$ cat src/rtl/reaction_stats.sv
`default_nettype none
// ============================================================================
//  Module      : reaction_stats
//  Description : Reaction-time statistics engine. Measures milliseconds from
//                each ball spawn to its hit and keeps last, best and
//                floor-average reaction times plus a saturating hit count.
//                The average comes from a 17-cycle restoring divider.
//  Revision    : 1.0 - initial release
// ============================================================================
module reaction_stats #(
    parameter int MS_DIV   = 100000,
    parameter int MAX_MS   = 999,
    parameter int MAX_HITS = 127
) (
    input  logic       clk,
    input  logic       rst,          // asynchronous, active low
    input  logic       start,
    input  logic       new_ball,
    output logic [9:0] last_ms,
    output logic [9:0] best_ms,
    output logic [9:0] avg_ms,
    output logic [6:0] hit_count,
    output logic       stats_valid,
    output logic       busy,
    output logic       avg_done
);

    localparam int                 c_PRE_W    = (MS_DIV > 1) ? $clog2(MS_DIV) : 1;
    localparam int                 c_SUM_W    = 17;
    localparam logic [c_PRE_W-1:0] c_PRE_LAST = c_PRE_W'(MS_DIV - 1);
    localparam logic [c_PRE_W-1:0] c_PRE_ONE  = c_PRE_W'(1);
    localparam logic [9:0]         c_MAX_MS   = 10'(MAX_MS);
    localparam logic [6:0]         c_MAX_HITS = 7'(MAX_HITS);
    localparam logic [4:0]         c_DIV_LAST = 5'(c_SUM_W - 1);

    localparam logic [1:0] c_IDLE = 2'd0;
    localparam logic [1:0] c_RUN  = 2'd1;
    localparam logic [1:0] c_DIV  = 2'd2;

    logic [1:0]         r_state;
    logic [1:0]         w_state_nxt;
    logic               r_start_q;
    logic               r_ball_q;
    logic [c_PRE_W-1:0] r_presc;
    logic [9:0]         r_ms_cnt;
    logic [c_SUM_W-1:0] r_sum;
    logic               r_pend;
    logic [9:0]         r_last;
    logic [9:0]         r_best;
    logic [9:0]         r_avg;
    logic [6:0]         r_hits;
    logic               r_avg_done;
    logic [4:0]         r_div_cnt;
    logic [6:0]         r_rem;
    logic [c_SUM_W-1:0] r_quo;

    logic               w_start_rise;
    logic               w_hit;
    logic               w_ms_tick;
    logic               w_take;
    logic               w_record;
    logic               w_div_last;
    logic [c_SUM_W-1:0] w_sum_nxt;
    logic [7:0]         w_trial;
    logic               w_ge;
    logic [6:0]         w_diff;
    logic [6:0]         w_rem_nxt;
    logic [c_SUM_W-1:0] w_quo_nxt;

    assign w_start_rise = start & ~r_start_q;
    assign w_hit        = new_ball & ~r_ball_q;
    assign w_ms_tick    = (r_state != c_IDLE) && (r_presc == c_PRE_LAST);

    // A hit is taken in RUN either fresh or replayed from the pending flag;
    // a falling start wins over any hit in the same cycle.
    assign w_take     = (r_state == c_RUN) && start && (w_hit || r_pend);
    assign w_record   = w_take && (r_hits < c_MAX_HITS);
    assign w_div_last = (r_state == c_DIV) && (r_div_cnt == c_DIV_LAST);
    assign w_sum_nxt  = r_sum + c_SUM_W'(r_ms_cnt);

    // Restoring divider step: the remainder stays below the divisor (<=127),
    // so the trial value fits 8 bits and a 7-bit difference is exact.
    assign w_trial   = {r_rem, r_quo[c_SUM_W-1]};
    assign w_ge      = (w_trial >= {1'b0, r_hits});
    assign w_diff    = w_trial[6:0] - r_hits;
    assign w_rem_nxt = w_ge ? w_diff : w_trial[6:0];
    assign w_quo_nxt = {r_quo[c_SUM_W-2:0], w_ge};

    // State register.
    always_ff @(posedge clk or negedge rst) begin
        if (!rst) r_state <= c_IDLE;
        else      r_state <= w_state_nxt;
    end

    // Next-state decode.
    always_comb begin
        w_state_nxt = r_state;
        case (r_state)
            c_IDLE:  if (w_start_rise) w_state_nxt = c_RUN;
            c_RUN: begin
                if (!start)        w_state_nxt = c_IDLE;
                else if (w_record) w_state_nxt = c_DIV;
            end
            c_DIV:   if (w_div_last) w_state_nxt = start ? c_RUN : c_IDLE;
            default: w_state_nxt = c_IDLE;
        endcase
    end

    // Edge registers, ms timebase, statistics and divider datapath.
    always_ff @(posedge clk or negedge rst) begin
        if (!rst) begin
            r_start_q  <= 1'b0;
            r_ball_q   <= 1'b0;
            r_presc    <= '0;
            r_ms_cnt   <= '0;
            r_sum      <= '0;
            r_pend     <= 1'b0;
            r_last     <= '0;
            r_best     <= '0;
            r_avg      <= '0;
            r_hits     <= '0;
            r_avg_done <= 1'b0;
            r_div_cnt  <= '0;
            r_rem      <= '0;
            r_quo      <= '0;
        end else begin
            r_start_q  <= start;
            r_ball_q   <= new_ball;
            r_avg_done <= 1'b0;

            // Timebase: only runs inside a round; any taken hit restarts it.
            if (r_state == c_IDLE) begin
                if (w_start_rise) begin
                    r_presc  <= '0;
                    r_ms_cnt <= '0;
                end
            end else if (w_take) begin
                r_presc  <= '0;
                r_ms_cnt <= '0;
            end else if (w_ms_tick) begin
                r_presc <= '0;
                if (r_ms_cnt < c_MAX_MS) r_ms_cnt <= r_ms_cnt + 10'd1;
            end else begin
                r_presc <= r_presc + c_PRE_ONE;
            end

            case (r_state)
                c_IDLE: begin
                    if (w_start_rise) begin
                        r_last <= '0;
                        r_best <= '0;
                        r_avg  <= '0;
                        r_hits <= '0;
                        r_sum  <= '0;
                        r_pend <= 1'b0;
                    end
                end
                c_RUN: begin
                    // Pending is either consumed here or dropped as start falls.
                    r_pend <= 1'b0;
                    if (w_record) begin
                        r_last <= r_ms_cnt;
                        if ((r_hits == 7'd0) || (r_ms_cnt < r_best)) r_best <= r_ms_cnt;
                        r_sum     <= w_sum_nxt;
                        r_hits    <= r_hits + 7'd1;
                        r_quo     <= w_sum_nxt;
                        r_rem     <= '0;
                        r_div_cnt <= '0;
                    end
                end
                c_DIV: begin
                    r_quo     <= w_quo_nxt;
                    r_rem     <= w_rem_nxt;
                    r_div_cnt <= r_div_cnt + 5'd1;
                    if (w_hit) r_pend <= 1'b1;
                    if (w_div_last) begin
                        // Quotient never exceeds the ms ceiling, so 10 bits hold it.
                        r_avg      <= w_quo_nxt[9:0];
                        r_avg_done <= 1'b1;
                        if (!start) r_pend <= 1'b0;
                    end
                end
                default: r_pend <= 1'b0;
            endcase
        end
    end

    assign last_ms     = r_last;
    assign best_ms     = r_best;
    assign avg_ms      = r_avg;
    assign hit_count   = r_hits;
    assign stats_valid = (r_hits != 7'd0);
    assign busy        = (r_state == c_DIV);
    assign avg_done    = r_avg_done;

endmodule
`default_nettype wire

$ cat config.mk
export PLATFORM = sky130hd
export DESIGN_NAME = reaction_stats
export DESIGN_NICKNAME = d
export VERILOG_FILES = /design/src/rtl/reaction_stats.sv
export SDC_FILE = /design/constraint.sdc
export NUM_CORES = 1
export LEC_CHECK = 0
export CORE_MARGIN = 2
export CORE_UTILIZATION = 50
export CTS_BUF_LIST = sky130_fd_sc_hd__clkbuf_2
export DETAILED_ROUTE_END_ITERATION = 8
export HOLD_SLACK_MARGIN = 0.1
export PLACE_DENSITY = 0.69
export SLEW_MARGIN = 20
export SYNTH_ARGS = -nofsm -noshare
export SYNTH_HDL_FRONTEND = slang
export SYNTH_SLANG_ARGS = --single-unit
$ cat constraint.sdc
create_clock -name clk -period 6.6 [get_ports clk]
set_input_delay 1.98 -clock clk [delete_from_list [all_inputs] [get_ports clk]]
set_output_delay 1.98 -clock clk [all_outputs]
set_load 0.01 [all_outputs]
==> flow_metrics.tcl <==
set metrics [dict create \
    crit_path_end_kind "output pin" \
    clockRootBuffer "clkbuf_2" \
    p_leak_nw 3.212 \
    worst-setup-path-type "flip-flop to output pin" \
    clock_sinks 116 \
    cts_tree "done" \
    synth.area.top_cells "dfrtp_1 44%, nand2_1 8.0%, ha_1 6.1%, o21ai_0 5.0%, nand3_1 4.3%" \
    crit_chain "inv_1 > nand2_1 > inv_1 > clkdlybuf4s50_1" \
    setup_viol 0 \
    firstDrtPassIters 5 \
    yosysTopAreaCell "dfrtp_1" \
    place.detailed.hpwl_um 10600 \
    crit_top_cell "inv_1" \
    die_h_um 118.7 \
    power.share.combinational 0.287 \
    synth_top_family_by_area "simple AND/OR/NAND/NOR gates" \
    postRouteAntennaNets 0 \
    relSlewSlack 0.2946 \
    routabilityCongestion 0.8552 \
    mappedNetlistArea_sq_um 6574 \
    clock_latency_ns 0.72 \
    powerDensity_nw_per_um2 256.8 \
    rsz0062_at_grt "false" \
    grt-ovfl-total 0 \
    syn_to_final_growth_pct 11.90 \
    seqPwrFrac 0.460 \
    final_layout_size_suffix_gt1_frac 0.06658 \
    intPower_mw 1.210 \
    post_drt_via_cell_ratio 5.970 \
    syn_avg_cell_area_sq_um 8.789 \
    grt_pass1_wl_um 26720 \
    synth_fa_ha_area_frac 0.06700 \
    cts_hold_buf 0 \
    port_buffers 43 \
    cts.htree.levels 4 \
    status "completed" \
    remaining_drc_errors 0 \
    grtUsageTotal 0.2338 \
    yosysWarnings 0 \
    r2r_setup_slack_ns 3.82 \
    start_util 0.5167 \
    rows 41 \
    ys_async_sr_fraction 1.000 \
    switchingPower_uw 679.0 \
    synthCells 748 \
    post_cts_resized 0 \
    layout_min_cycle_time_ns 4.539 \
    cts_setup_buffers 0 \
    synth-edff-count 0 \
    tightest_slew_ns 1.058 \
    antenna_found_initial 0 \
    num_io_pins 44 \
    setup_tns_ns 0 \
    clk_pin_slew_ns 0.18 \
    yosysUniqueCellTypes 59 \
    cp-start-kind "flip-flop" \
    fp.dieW_um 118.7 \
    grt_start_max_net_pins 73 \
    synth-compound-area-share 0.1909 \
    cap_viol_max_count 0 \
    p_sw_frac 0.3595 \
    wl_per_cell_um 16.22 \
    fin_skew_ns 0.03112 \
    diodes 0 \
    finalMaxSlewViolations 0 \
    core_sq_um 12720 \
    required_ns 4.62 \
    placement.cell_area_sq_um 7117 \
    die_area_sq_um 14080 \
    nets 821 \
    p_clk_frac 0.253 \
    drt-initial-drc-count 528 \
    grt_pass1_vias 5488 \
    ys_top_cells_by_count "140 x nand2_1, 116 x dfrtp_1, 66 x o21ai_0" \
    synth_most_common_cell "nand2_1" \
    ys_seq_area_frac 0.4416 \
    cp_slowest_stage_delay_ns 0.55 \
    synth-simple-area-share 0.2204 \
    synth_mux_area_frac 0.009517 \
    vias 5779 \
    numCtsBuffers 17 \
    netlist.area_leader.share 0.4416 \
    synth_seq_cells 116 \
    timing.fmax_mhz 220.3 \
    wl_um 15700 \
    cts_buffer_depth 2 \
    hp-class "flip-flop to flip-flop" \
    final_area_sq_um 7356 \
    synth_top_flop_cell "dfrtp_1" \
    cp_slowest_cell "nand2_1" \
    ir_drop_v 0.0001189 \
    hold_viol 0 \
    synth_xor_area_frac 0.02798 \
    syn-num-nets 786 \
    worstPathArrival_ns 2.56 \
    period_share 0.6877 \
    critical_path.max_fanout 20 \
]
==> sequential cells by signal, indices dropped and copies added, names as in the netlist <==
name	flops
avg_done	1
avg_ms	10
best_ms	10
hit_count	7
last_ms	10
r_ball_q	1
r_div_cnt	5
r_ms_cnt	10
r_pend	1
r_presc	17
r_quo	17
r_rem	7
r_start_q	1
r_state	2
r_sum	17
==> layer usage <==
layer	part of all wire	vias up	track usage	wire length, um
li1	-	2759	-	-
met1	0.46	2825	0.3190	7284
met2	0.47	172	0.3693	7383
met3	0.048	23	0.04875	761
met4	0.017	0	0.08333	269
met5	0	-	0	0
==> layout by cell type (no fill, tap or decap), types with 5 or more instances in the layout <==
master / n
nor2b_1: 5
o311a_1: 10
clkbuf_2: 18
ha_1: 32
dfrtp_1: 116
inv_1: 30
a21oi_1: 31
o21ai_0: 66
xor2_1: 8
o211ai_1: 13
buf_4: 9
and2_1: 6
nor3_1: 26
and3_1: 8
a22oi_1: 6
nor2_1: 36
nand2_1: 140
clkinv_2: 6
xnor2_1: 13
o31ai_1: 12
clkdlybuf4s50_1: 42
a31oi_1: 7
o21ai_1: 9
nand4_1: 13
a22o_1: 5
nand3_1: 56
==> power by group through the flow <==
stage / Combinational, mW / Clock (mW) / Sequential [mW]
global placement: 0.517 / 0 / 0.877
CTS: 0.535 / 0.490 / 0.868
finish: 0.542 / 0.477 / 0.870
global route: 0.611 / 0.522 / 0.881
floorplan: 0.397 / 0 / 0.865
detailed placement: 0.532 / 0 / 0.881
==> metrics by stage <==
stage | cells | utilization | total power [mW] | setup WS (ns) | hold slack [ns]
finish | 968 | 0.5782 | 1.889 | 2.061 | 0.5016
global route | 968 | 0.5782 | 2.014 | 1.894 | 0.5217
CTS | 968 | 0.5777 | 1.894 | 2.022 | 0.5086
detailed placement | 936 | 0.5594 | 1.413 | 2.013 | 0.4703
global placement | 936 | 0.5594 | 1.394 | 2.099 | 0.4673
floorplan | 748 | - | 1.263 | 3.305 | 0.4499
==> layout make-up <==
class / count / area (sq um)
clock buffer: 18 / 90.09
timing repair buffer: 51 / 488.0
multi-input combinational: 567 / 3405
tap: 172 / 215.2
fill: 1162 / 5366
inverter: 30 / 112.6
sequential: 116 / 2903
clock inverter: 14 / 142.6
==> worst max-delay path: cells and delay by family, from the launching register on <==
kind,cells,cell delay (ns)
simple gates,1,0.55
buf+inv,3,0.78
flops,1,0.53
==> cell families (layout without fill, tap and decap cells) <==
family	count (synthesis)	count (layout)
buf+inv	65	113
mux	6	6
compound gates	192	192
simple gates	314	314
fa+ha+maj	34	34
xor+xnor	21	21
flops	116	116
==> worst paths after layout <==
kind / to / from / depth (start not counted)
setup / recovery: busy / r_state[0]$_DFFE_PN0P_ / 4
hold / removal: last_ms[9]$_DFFE_PN0P_ / last_ms[9]$_DFFE_PN0P_ / 2
setup reg to reg: r_rem[4]$_DFFE_PN0P_ / hit_count[0]$_DFFE_PN0P_ / 9
hold reg to reg: last_ms[9]$_DFFE_PN0P_ / last_ms[9]$_DFFE_PN0P_ / 2
max in group asynchronous: r_quo[4]$_DFFE_PN0P_ / rst / 2
min in group asynchronous: best_ms[1]$_DFFE_PN0P_ / rst / 1
No activity file was read; power rests on OpenSTA's default activity.
==> RTL change 1: new RTL, same settings <==
Register the outputs `stats_valid` and `busy`, without a reset; this adds one clock of latency there. The other outputs are not delayed to match.
--- a/src/rtl/reaction_stats.sv
+++ b/src/rtl/reaction_stats.sv
@@ -190,6 +190,8 @@
     assign avg_ms      = r_avg;
     assign hit_count   = r_hits;
-    assign stats_valid = (r_hits != 7'd0);
-    assign busy        = (r_state == c_DIV);
+    always_ff @(posedge clk) begin
+        stats_valid <= (r_hits != 7'd0);
+        busy        <= (r_state == c_DIV);
+    end
     assign avg_done    = r_avg_done;
 
Check against the original RTL: not equivalent (a bounded check fails within 4 cycles, from zero or initial values and one cycle with rst low).
==> RTL change 1 against the original RTL <==
Synthesized cell count shrank 12%. Power rose by 20%. Wire length fell by 7.3%. Largest power group unchanged. Count of clock-buffer cells in the layout stayed put. Final area is 1.8% lower. Worst setup slack improved by 0.55 ns. Largest cell class unchanged. Area after synthesis down 3.4%. Sequential cell count is 2 higher.
==> RTL change 1: results (changes against the original RTL) <==
[grt]
grt_pass1_vias=5204  ; was 5488
grt_max_degree=75  ; was 73
grt_pass1_wl_mm=25.0  ; was 26.7 mm

[synthesis]
netlist_top_cells_count=dfrtp_1 (116), o21ai_0 (67), nand2_1 (60)  ; was nand2_1 (140), dfrtp_1 (116), o21ai_0 (66)
syn_nets=694  ; was 786
synth_top_area_share_pct=45.7  ; was 44.2%
ys_top_cells_by_area=dfrtp_1 (46%), ha_1 (6.3%), o21ai_0 (5.3%)  ; was dfrtp_1 (44%), nand2_1 (8.0%), ha_1 (6.1%)
synth.area.mux_share_pct=3.86  ; was 0.952%
synth_compound_area_share_pct=19.9  ; was 19.1%
synth.distinct_cells=66  ; was 59
synthArstFlopShare_pct=98.3  ; was 100%

[power]
vdd_drop_max_v=0.000175  ; was 0.000119 V
leakage_nw=3.30  ; was 3.21 nW

[routing]
vias=5165  ; was 5779
drt_iter0_markers=435  ; was 528
drt-wirelength-per-cell_um=16.5  ; was 16.2 um

[placement]
dp_slack_ns=1.86  ; was 2.01 ns
gp_congestion=0.927  ; was 0.855
hpwlAfterDp_mm=10.1  ; was 10.6 mm

[status]
outcome=completed  ; unchanged

[layout]
n_fill_cell=1142  ; was 1162
final_area_um2=7230  ; was 7360 um^2

[clock_network]
clk_latency_ns=0.67  ; was 0.72 ns

[worst_setup_path]
crit_slowest_cell=nor2_1  ; was nand2_1
crit_family=simple AND/OR/NAND/NOR gates  ; was buffers and inverters

[sta]
skew_ns=0.0339  ; was 0.0311 ns

[RTL change 1: layout make-up]
type                            count  area share [%]
Clock inverter                     14            2.86
Inverter                           37            1.92
Timing Repair Buffer               45            6.13
Sequential cell                   118            40.7
Multi-Input combinational cell    479            44.1
Tap cell                          172            2.98
Clock buffer                       18            1.25
[RTL change 1: path summary, 6_finish.rpt]
check | startpoint | to | slack [ns] | depth (start not counted)
min in group asynchronous | rst | hit_count[0] | 1.41 | 1
worst min-delay path | r_sum[5] | r_sum[5] | 0.50 | 1
max in group asynchronous | rst | r_rem[5] | 4.01 | 2
worst max-delay path | new_ball | r_presc[9] | 2.62 | 7
worst min register to register | r_sum[5] | r_sum[5] | 0.50 | 1
worst max register to register | r_ms_cnt[0] | r_quo[14] | 3.40 | 8
[RTL change 1: per-layer routing]
layer / GRT usage [%] / part of all wire [%] / up-vias
met4: 9.41 / 2.2 / 0
met5: 0 / 0 / -
met3: 5.29 / 4.0 / 23
li1: - / - / 2484
met2: 38.0 / 48 / 110
met1: 30.8 / 46 / 2548
[RTL change 1: through the flow]
stage               std cells  hold WS (ns)
floorplan                 656         0.450
global placement          851         0.469
detailed placement        851         0.472
CTS                       883         0.510
global route              883         0.543
finish                    883         0.505
[RTL change 1: power by group through the flow]
stage / clock (mW) / sequential, mW / combinational [mW]
CTS: 0.582 / 0.891 / 0.800
finish: 0.565 / 0.892 / 0.803
global route: 0.616 / 0.907 / 0.905
floorplan: 0 / 0.885 / 0.611
detailed placement: 0 / 0.904 / 0.792
global placement: 0 / 0.899 / 0.774
==> RTL change 2: new RTL, same flow settings <==
Without the edit above. Change the parameter `MS_DIV` from 100000 to 25000.
--- a/src/rtl/reaction_stats.sv
+++ b/src/rtl/reaction_stats.sv
@@ -9,5 +9,5 @@
 // ============================================================================
 module reaction_stats #(
-    parameter int MS_DIV   = 100000,
+    parameter int MS_DIV   = 25000,
     parameter int MAX_MS   = 999,
     parameter int MAX_HITS = 127
Function: no difference found for any inputs over 10 cycles, from zero or initial values and one cycle with rst low; that may be too few to reach the edited logic, so the function may still have changed.
==> RTL change 2 against the original RTL <==
Sequential power grew 10%. Area after synthesis shrank 2.1%. Wire length is essentially flat. Power grew 24%. Sequential cell count shrank 2. Non-clock buffer count shrank 1. Combinational power grew 90%. Highest routed layer unchanged. Critical path depth is the same. Worst setup slack lost 0.18 ns. Core utilization shrank 0.74 points. Final area shrank 2.1%.
==> RTL change 2: results (changes against the original RTL) <==
[status]
outcome=completed  ; unchanged

[placement]
gp_congestion=0.925  ; was 0.855
placed_area_um2=7040  ; was 7120 um^2
dp.cells=882  ; was 936
hpwlAfterDp_mm=10.9  ; was 10.6 mm

[grt]
antenna_found_initial=1  ; was 0
grtUsageTotal_pct=23.8  ; was 23.4%
grt_pass1_wl_mm=26.7  ; about the same
grt_pass1_vias=5606  ; was 5488
grt_max_degree=71  ; was 73

[worst_setup_path]
cpPeakStageDelay_ns=0.60  ; was 0.55 ns
cp.arrival_ns=2.74  ; was 2.56 ns
worstPathMaxFanout=31  ; was 20
rr_worst_depth=8  ; was 9
rrSetupSlack_ns=3.57  ; was 3.82 ns

[synthesis]
netlist_top_cells_count=dfrtp_1 (114), nand2_1 (88), o21ai_0 (52)  ; was nand2_1 (140), dfrtp_1 (116), o21ai_0 (66)
ys_top_cells_by_area=dfrtp_1 (44%), ha_1 (6.2%), nand2_1 (5.1%)  ; was dfrtp_1 (44%), nand2_1 (8.0%), ha_1 (6.1%)
synth_xor_area_share_pct=1.77  ; was 2.80%
syn_nets=720  ; was 786
synth_compound_area_share_pct=18.3  ; was 19.1%
synth_fa_ha_area_share_pct=6.84  ; was 6.70%
yosys_warnings=0  ; unchanged
ys_seq_area_share_pct=44.3  ; was 44.2%
synth.area.mux_share_pct=5.33  ; was 0.952%
synthCells=682  ; was 748

[layout]
fin_cells=914  ; was 968
drive_gt1_share_pct=9.18  ; was 6.66%
top_regs=r_quo (17), r_sum (17), r_presc (15)  ; was r_presc (17), r_quo (17), r_sum (17)
nets=767  ; was 821

[worst_hold_path]
hp-start=avg_ms[1]  ; was last_ms[9]
min_to=avg_ms[1]  ; was last_ms[9]

[routing]
vias_per_cell=6.10  ; was 5.97
drt-wirelength-per-cell_um=17.2  ; was 16.2 um
drt_iter0_markers=365  ; was 528

[power]
vdd_drop_max_v=0.000173  ; was 0.000119 V
leakage_nw=3.26  ; was 3.21 nW
clockNetworkPower_mw=0.356  ; was 0.477 mW
power.internal_mw=1.35  ; was 1.21 mW
sequentialPowerShare_pct=40.9  ; was 46.0%

[clock_network]
clk_pin_slew_ns=0.15  ; was 0.18 ns
cts_resized=0  ; unchanged

[sta]
skew_ns=0.0223  ; was 0.0311 ns
worst_pin_slew_ns=0.902  ; was 1.06 ns

==> RTL change 2: cell count changes in the layout (fill, tap and decap cells not counted), moves of 9 or more <==
cell     before  now
mux2_2        2   18
o21ai_0      66   52
nand2_1     140   88
nand3_1      56   45
o311a_1      10    1
mux2i_1       4   14
==> RTL change 2: per-layer routing <==
layer / GRT usage (%) / routed length [um] / vias to the layer above
li1: - / - / 2611
met1: 31.2 / 7140 / 2728
met2: 36.9 / 7280 / 188
met3: 6.06 / 828 / 44
met4: 11.5 / 442 / 0
met5: 0 / 0 / -
==> RTL change 2: cells by family (layout without fill, tap and decap cells) <==
group / after synthesis / after routing
AO/OA/AOI/OAI: 173 / 173
XOR/XNOR: 13 / 13
adder cells (fa/ha/maj): 34 / 34
buffers and inverters: 56 / 115
flip-flops: 114 / 114
multiplexers: 32 / 32
other: 0 / 1
AND/OR/NAND/NOR: 260 / 260
==> RTL change 2: cell type report <==
cell class / instances / area [um^2]
antenna: 1 / 2.50
clock buffer: 23 / 115
clock inverter: 8 / 40.0
fill: 1182 / 5420
inverter: 34 / 128
multi-input combinational: 512 / 3370
sequential: 114 / 2850
tap: 172 / 215
timing repair buffer: 50 / 480
==> RTL change 2: per-stage QoR <==
| stage | power [mW] | hold slack, ns | worst slack (ns) |
|---|---|---|---|
| after floorplan | 1.68 | 0.450 | 3.16 |
| after global placement | 1.95 | 0.468 | 2.13 |
| after detailed placement | 1.99 | 0.468 | 2.05 |
| after CTS | 2.36 | 0.503 | 1.79 |
| after global routing | 2.52 | 0.536 | 1.66 |
| final | 2.34 | 0.497 | 1.88 |
==> RTL change 2: worst reg2reg max path, delay by kind of cell, from the launching register on <==
kind,cells,cell delay [ns]
AO/OA/AOI/OAI,5,1.69
adder cells (fa/ha/maj),2,0.63
buffers and inverters,1,0.05
flip-flops,1,0.56
